### config.mk
export PLATFORM = sky130hd
export DESIGN_NAME = mem_lsu
export DESIGN_NICKNAME = d
export VERILOG_FILES = /design/src/rtl/mem_lsu.sv
export SDC_FILE = /design/constraint.sdc
export NUM_CORES = 1
export LEC_CHECK = 0
export CAP_MARGIN = 20
export CORE_AREA = 3 3 111 113
export CTS_BUF_LIST = sky130_fd_sc_hd__clkbuf_4 sky130_fd_sc_hd__clkbuf_8
export CTS_CLUSTER_DIAMETER = 200
export DETAILED_ROUTE_END_ITERATION = 8
export DIE_AREA = 0 0 114 116
export DONT_BUFFER_PORTS = 1
export PLACE_DENSITY_LB_ADDON = 0.05
export SLEW_MARGIN = 0
export SYNTH_ARGS = -nofsm -noshare
export SYNTH_HDL_FRONTEND = slang
export SYNTH_SLANG_ARGS = --single-unit
### constraint.sdc
create_clock -name clk_i -period 1.9 [get_ports clk_i]
set_input_delay 0.38 -clock clk_i [delete_from_list [all_inputs] [get_ports clk_i]]
set_output_delay 0.38 -clock clk_i [all_outputs]
set_load 0.03 [all_outputs]
### src/rtl/mem_lsu.sv
// mem_lsu: MEM-stage load/store unit with byte-enable stores, fixed-latency or ack RAM protocol,
// access timeout and misalignment/access-fault reporting.
module mem_lsu #(
  parameter int XLEN        = 32,
  parameter int USE_ACK     = 0,
  parameter int WAIT_CYCLES = 3,
  parameter int TIMEOUT     = 15
) (
  input  logic              clk_i,
  input  logic              rst_ni,
  input  logic              stall_i,
  input  logic              flush_i,
  input  logic [XLEN-1:0]   pc_i,
  input  logic [4:0]        rd_addr_i,
  input  logic              rd_we_i,
  input  logic [XLEN-1:0]   rd_data_i,
  input  logic [XLEN-1:0]   mem_addr_i,
  input  logic              mem_re_i,
  input  logic              mem_we_i,
  input  logic [2:0]        opfunc3_i,
  input  logic [XLEN-1:0]   ram_rdata_i,
  input  logic              ram_ack_i,
  output logic              ram_req_o,
  output logic              ram_we_o,
  output logic [XLEN-1:0]   ram_addr_o,
  output logic [XLEN-1:0]   ram_wdata_o,
  output logic [XLEN/8-1:0] ram_be_o,
  output logic              stall_o,
  output logic [4:0]        rd_addr_o,
  output logic [XLEN-1:0]   rd_data_o,
  output logic              rd_we_o,
  output logic              exc_valid_o,
  output logic [3:0]        exc_cause_o,
  output logic [XLEN-1:0]   exc_tval_o
);
  localparam int NB   = XLEN / 8;
  localparam int OW   = $clog2(NB);
  localparam int CMAX = (USE_ACK != 0) ? TIMEOUT : WAIT_CYCLES;
  localparam int CW   = $clog2(CMAX + 1);

  typedef enum logic [1:0] {IDLE, WAIT, DONE} state_e;

  state_e          state_q, state_d;
  logic [CW-1:0]   cnt_q, cnt_d;
  logic [XLEN-1:0] rdata_q, rdata_d;
  logic            to_q, to_d;
  logic [4:0]      rd_addr_q, rd_addr_d;
  logic [XLEN-1:0] rd_data_q, rd_data_d;
  logic            rd_we_q, rd_we_d;
  logic            exc_valid_q, exc_valid_d;
  logic [3:0]      exc_cause_q, exc_cause_d;
  logic [XLEN-1:0] exc_tval_q, exc_tval_d;

  logic [OW-1:0]   off;
  logic [1:0]      sz;
  logic            acc, is_ld, legal, mis, go, en, upd, exc_to, exc;
  logic [NB-1:0]   mask;
  logic [XLEN-1:0] sh, ld_val;
  logic            unused_pc;

  assign unused_pc = ^pc_i;

  always_comb begin
    off    = mem_addr_i[OW-1:0];
    sz     = opfunc3_i[1:0];
    acc    = mem_re_i | mem_we_i;
    is_ld  = mem_re_i & ~mem_we_i;
    legal  = mem_we_i ? (~opfunc3_i[2] & (sz != 2'd3 || XLEN == 64))
                      : (opfunc3_i != 3'd7 && (XLEN == 64 || (opfunc3_i != 3'd3 && opfunc3_i != 3'd6)));
    mis    = (sz == 2'd1 && off[0]) || (sz == 2'd2 && off[1:0] != 2'd0) || (sz == 2'd3 && off != '0);
    go     = acc & legal & ~mis;
    // reset gates the combinational RAM side so an aborted access drops immediately
    en     = go & rst_ni;
    mask   = sz == 2'd0 ? NB'(1) : sz == 2'd1 ? NB'(3) : sz == 2'd2 ? NB'(15) : '1;
    ram_req_o   = en & (state_q == IDLE) & ~flush_i;
    stall_o     = en & (state_q != DONE);
    ram_we_o    = en & mem_we_i;
    ram_addr_o  = en ? {mem_addr_i[XLEN-1:OW], OW'(0)} : '0;
    ram_be_o    = (en & mem_we_i) ? mask << off : '0;
    ram_wdata_o = !(en & mem_we_i) ? '0
                : sz == 2'd0 ? {NB{rd_data_i[7:0]}}
                : sz == 2'd1 ? {(NB/2){rd_data_i[15:0]}}
                : sz == 2'd2 ? {(NB/4){rd_data_i[31:0]}} : rd_data_i;
    sh     = rdata_q >> {off, 3'b000};
    ld_val = sz == 2'd0 ? (opfunc3_i[2] ? XLEN'(sh[7:0])  : XLEN'($signed(sh[7:0])))
           : sz == 2'd1 ? (opfunc3_i[2] ? XLEN'(sh[15:0]) : XLEN'($signed(sh[15:0])))
           : sz == 2'd2 ? (opfunc3_i[2] ? XLEN'(sh[31:0]) : XLEN'($signed(sh[31:0]))) : sh;
  end

  always_comb begin
    state_d = state_q;
    cnt_d   = cnt_q;
    rdata_d = rdata_q;
    to_d    = to_q;
    case (state_q)
      IDLE: if (go) begin
        state_d = WAIT;
        cnt_d   = CW'(CMAX - 1);
        to_d    = 1'b0;
      end
      WAIT: if ((USE_ACK != 0 && ram_ack_i) || cnt_q == '0) begin
        state_d = DONE;
        rdata_d = ram_rdata_i;
        to_d    = (USE_ACK != 0) && !ram_ack_i;
      end else cnt_d = cnt_q - 1'b1;
      default: if (!stall_i) state_d = IDLE;
    endcase
    if (flush_i) state_d = IDLE;
  end

  always_comb begin
    upd         = ~flush_i & ~stall_i & ~stall_o;
    exc_to      = (state_q == DONE) & to_q;
    exc         = (acc & legal & mis) | exc_to;
    rd_addr_d   = flush_i ? '0 : upd ? rd_addr_i : rd_addr_q;
    rd_data_d   = flush_i ? '0 : !upd ? rd_data_q
                : (go & is_ld & (state_q == DONE) & ~exc) ? ld_val : rd_data_i;
    rd_we_d     = ~flush_i & (upd ? rd_we_i & ~exc : rd_we_q);
    exc_valid_d = ~flush_i & (upd ? exc : exc_valid_q);
    exc_cause_d = flush_i ? '0 : upd ? (exc ? {2'b01, mem_we_i, exc_to} : 4'd0) : exc_cause_q;
    exc_tval_d  = flush_i ? '0 : upd ? (exc ? mem_addr_i : '0) : exc_tval_q;
  end

  always_ff @(posedge clk_i or negedge rst_ni) begin
    if (!rst_ni) begin
      state_q     <= IDLE;
      cnt_q       <= '0;
      rdata_q     <= '0;
      to_q        <= 1'b0;
      rd_addr_q   <= '0;
      rd_data_q   <= '0;
      rd_we_q     <= 1'b0;
      exc_valid_q <= 1'b0;
      exc_cause_q <= '0;
      exc_tval_q  <= '0;
    end else begin
      state_q     <= state_d;
      cnt_q       <= cnt_d;
      rdata_q     <= rdata_d;
      to_q        <= to_d;
      rd_addr_q   <= rd_addr_d;
      rd_data_q   <= rd_data_d;
      rd_we_q     <= rd_we_d;
      exc_valid_q <= exc_valid_d;
      exc_cause_q <= exc_cause_d;
      exc_tval_q  <= exc_tval_d;
    end
  end

  assign rd_addr_o   = rd_addr_q;
  assign rd_data_o   = rd_data_q;
  assign rd_we_o     = rd_we_q;
  assign exc_valid_o = exc_valid_q;
  assign exc_cause_o = exc_cause_q;
  assign exc_tval_o  = exc_tval_q;
endmodule
Word-level counts from Yosys, hierarchy flattened
Index checks and enable logic that the tools add are counted.

storage, ports and cells
  register bits = 112
  input port bits = 144
  logic and storage cells = 110

operators by class
  add/sub/neg operators = 1
  eq/ne operators = 16
  shifts and indexed selects = 2
  muxes and demuxes = 36
  bitwise logic cells = 28
  reductions and logical operators = 17

operator list
  cell                number
  $mux 32             14
  $shr 32x5->32       1
  $mux 4              5
  $and 1x1->1         19
  $mux 2              6
  $ne 3x3->1 const B  4
  $mux 5              2
  $ne 2x2->1 const B  5
  $reduce_and 3->1    3
  $pmux 2 s2          2
  $not 1->1           7
  $eq 2x2->1 const B  3
  $logic_not 2->1     3
  $reduce_bool 2->1   3
  $logic_and 1x1->1   5
  $mux 1              5
  $eq 2x1->1 const B  2
  $ne 4x1->1 const B  1
  $shl 4x2->4         1
  $mux 3              1
  $ne 3x2->1 const B  1
  $logic_or 1x1->1    2
  $or 1x1->1          2
  $pmux 1 s2          1
  2 further kinds     2

Logic depth before layout (Yosys ltp)
  depth after elaboration = 12
  gate-level depth with buffers = 8
  depth with buffers taken out = 5

Least setup slack after synthesis
Ideal clock, no wire load.

  kind = in2out
  from = in mem_addr_i[0]
  to = out ram_req_o
  data arrival time = 2264 ps
  data required time = 1520 ps
  path slack = -744 ps
  cell stages on the path = 5
  path buffers = 2
  cells stage by stage = buf_4 a21oi_2 o2111a_4 buf_2 nor4b_1

between the ends
  cells in the longest elaborated chain, start to end = 9
  elaborated cells between the ends (all ways) = 11
  those cells by class = 5 x bitwise; 6 x reduce/logical

ends and longest elaborated chain
  item                           line  RTL
  start: declaration             17    input logic [XLEN-1:0] mem_addr_i,
  $reduce_bool 2->1              70    mis = (sz == 2'd1 && off[0]) || (sz == 2'd2 && off[1:0] != 2'd0) || (sz == 2'd3 && off != '0);
  $logic_and 1x1->1              70
  $logic_or 1x1->1               70
  $logic_or 1x1->1 (*)           70
  $not 1->1 (*)                  71    go = acc & legal & ~mis;
  $and 1x1->1 (*)                71
  $and 1x1->1 (*)                73    en = go & rst_ni;
  $and 1x1->1 (*) (2 in series)  75    ram_req_o = en & (state_q == IDLE) & ~flush_i;
  end: declaration               23    output logic ram_req_o,

Every way passes the cells marked *; elsewhere a longest branch is shown, timed or not.

Final worst setup path
  from = reg state_q[0]
  to = reg rd_data_q[4], in the netlist rd_data_o[4]

between the ends
  cells in the longest elaborated chain, start to end = 8
  elaborated cells between the ends (all ways) = 14
  those cells by class = 2 x eq/ne; 3 x mux; 8 x bitwise; 1 x reduce/logical

ends and longest elaborated chain
  item                      line      RTL
  start: declaration        43        state_e state_q, state_d;
  start signal: assignment  137       state_q <= state_d;
  $eq 2x2->1                113, 117
  $and 1x1->1               113       exc_to = (state_q == DONE) & to_q;
  $or 1x1->1                114       exc = (acc & legal & mis) | exc_to;
  $not 1->1                 117       : (go & is_ld & (state_q == DONE) & ~exc) ? ld_val : rd_data_i;
  $and 1x1->1               117
  $mux 32                   117
  $mux 32 (2 in series)     116       rd_data_d = flush_i ? '0 : !upd ? rd_data_q
  end signal: assignment    142       rd_data_q <= rd_data_d;
  end: declaration          48        logic [XLEN-1:0] rd_data_q, rd_data_d;

Parallel ways exist; a longest one is shown, timed or not. The select of a mux whose other input is x is not followed.
A chain may end at the register's enable or synchronous reset.

==> flow_summary.ini <==
[status]
violations = hold timing
run_status = complete, but fails checks

[cells_and_area]
layout-drive-gt1-share_pct = 31.7
syn_to_final_growth_pct = 15.1
nets = 740
layout.cells.non_filler = 743
num_antenna_cells = 0

[yosys]
ys.flop_type = dfrtp_1
synth_area_mm2 = 0.00589
synth-edff-count = 0
synth_seq_area_share_pct = 46.3
ys_ff_latch = 109
synth_cell_types = 51
avgSynthCellArea_um2 = 10.1
async_flop_share_pct = 100
synthCells = 585
yosys_warnings = 0

[route]
ant_nets = 0
viasPerCell = 6.26
drc_errors = 0
vias = 4651
drt_iter0_markers = 404
wl_per_cell_um = 23.6
drt_wl_total_um = 17500
dr.pass1.iters = 5

[global_route]
grt_pass1_wl_um = 26200
antenna_found_initial = 0
grt_use_total_pct = 26.0
overflow = 0
grt_max_degree = 111
grt_pass1_vias = 4488

[setup_path]
path_cells = and4bb_1, o2111ai_2, buf_12, a211oi_1, a21oi_1, o21ai_1
crit_buf_inv = 1
cp_max_fo = 23
max_stage_delay_ps = 400
critPathCaptureType = register
critPathSlowestCell = dfrtp_1
crit_required_ps = 2220
path_delay_family = compound AO/OA/AOI/OAI gates
crit_arrival_ps = 2150
critPathLaunchType = register
crit_type = reg -> reg

[die]
coreArea_mm2 = 0.0114
io_pins = 290
die_y_um = 116
die-width_um = 114
core.rowCount = 39
dieArea_mm2 = 0.0132
start_util_pct = 51.6

[placement]
gp_congestion = 0.887
io_buffers = 0
dp_cells = 726
dp_hpwl_um = 13100
post-place-ws_ps = -34.9

[clocking]
cts_made_buffers = 9
htreeDepth = 3
root_buffer = clkbuf_8
clk_transition_reported_paths_ps = 100
clock-sinks = 109
tritoncts = yes
clock_latency_ps = 390
clock_path_buffers = 2

[sta]
fin_skew_ps = 10.3
clock.fmax_ghz = 0.545
fin_setup_tns_ps = 0
setup_ws_ps = 66.3
fin_crit_sh_pct = 96.5
rsz0062_at_grt = yes
hold_violations = 109
relSlewSlack_pct = 64.0
setup_viol = 0
slew_viol_final = 0
timing.hold.ws_ps = -323
tightest_slew_ps = 534
fin_crit_ps = 1830

[worst_hold_path]
min_path_type = in -> async

[pwr]
vdd_ir_drop_max_v = 0.000892
p_total_uw = 6270
leakage_uw = 0.00296
powerDensity_mw_per_mm2 = 926

[job]
max_cap_viol_count = 0
==> synth_stat cells, types with 6 or more instances <==
cell	n	share of area, %
nor2b_1	9	0.96
and3_1	8	0.85
mux2_2	42	8.0
dfrtp_1	109	46
buf_2	16	1.4
and2_1	30	3.2
a22o_1	34	5.1
o2bb2ai_1	8	1.2
nor2_1	45	2.9
nand2_1	33	2.1
buf_4	10	1.3
inv_1	6	0.38
mux2i_1	24	4.1
a211oi_1	15	1.9
o21ai_0	10	0.85
o21ai_1	39	3.3
nand3_1	16	1.4
a21oi_1	63	5.4
clkbuf_1	20	1.3
==> stage by stage <==
step	util, %	area, um2
after floorplan	-	6280
after global placement	57.3	6550
after detailed placement	57.3	6550
after CTS	59.2	6760
after global routing	59.3	6780
final	59.3	6780
==> registers in the layout, indices dropped and copies added (netlist names) <==
register / cells
cnt_q: 2
exc_cause_o: 2
exc_tval_o: 32
exc_valid_o: 1
rd_addr_o: 5
rd_data_o: 32
rd_we_o: 1
rdata_q: 32
state_q: 2
==> final timing paths <==
check,from,to,slack [ps],cells after the start
min in group clk_i,flush_i,exc_valid_o,50,1
hold reg to reg,rdata_q[1],rdata_q[1],510,1
max in group asynchronous,rst_ni,rdata_q[6],2040,0
setup reg to reg,state_q[0],rd_data_o[4],70,6
hold / removal,rst_ni,exc_tval_o[27],-320,0
setup / recovery,state_q[0],rd_data_o[4],70,6
==> cell type report <==
class / count / area (um2)
Clock buffer: 12 / 159
Multi-Input combinational cell: 419 / 3170
Clock inverter: 4 / 52.6
Fill cell: 969 / 4640
Inverter: 6 / 26.3
Sequential cell: 109 / 2730
Timing Repair Buffer: 50 / 463
Tap cell: 143 / 179
==> routing by layer <==
metal	routed length (um)	part of all wire [%]	track usage, %	vias to the layer above
met5	0	0	0	-
met4	184	1.0	5.38	0
met3	1810	10	10.6	12
met2	8310	47	40.4	215
met1	7220	41	34.6	2296
li1	-	-	-	2128
==> placed cells by master (no fill, tap or decap), types with 3 or more instances in the layout <==
master,count
a211oi_1,13
a21oi_1,54
a21oi_2,7
a21oi_4,3
a221oi_2,5
a22o_1,34
and2_2,19
and2_4,12
and3_1,8
buf_12,7
buf_4,43
clkbuf_8,11
conb_1,4
dfrtp_1,109
inv_1,5
mux2_2,42
mux2i_1,24
nand2_1,32
nand3_1,16
nor2_1,27
nor2_4,18
nor2b_1,9
nor3_1,3
o21ai_0,10
o21ai_1,38
o2bb2ai_1,8
==> what timing repair did <==
item | CTS | global route
resized for setup | 0 | 3
endpoints found under the hold margin | 109 | 109
buffers inserted | 0 | 1
setup endpoints to repair | 0 | 32
==> logic make-up after synthesis <==
group / Yosys count / synth area share, %
AO/OA/AOI/OAI: 192 / 22.6
XOR/XNOR: 1 / 0.149
adder cells (fa/ha/maj): 1 / 0.212
buffers and inverters: 60 / 5.31
flip-flops: 109 / 46.3
multiplexers: 66 / 12.1
other: 1 / 0.0637
AND/OR/NAND/NOR: 155 / 13.3
==> power by group <==
group / switching (uW) / internal [uW] / leakage [uW] / total, uW
registers: 574 / 2770 / 0.00141 / 3340
clock network: 789 / 704 / 0.000111 / 1490
logic: 697 / 744 / 0.00144 / 1440
total: 2060 / 4210 / 0.00296 / 6270
Note: power is estimated with default switching activity, not from simulation.
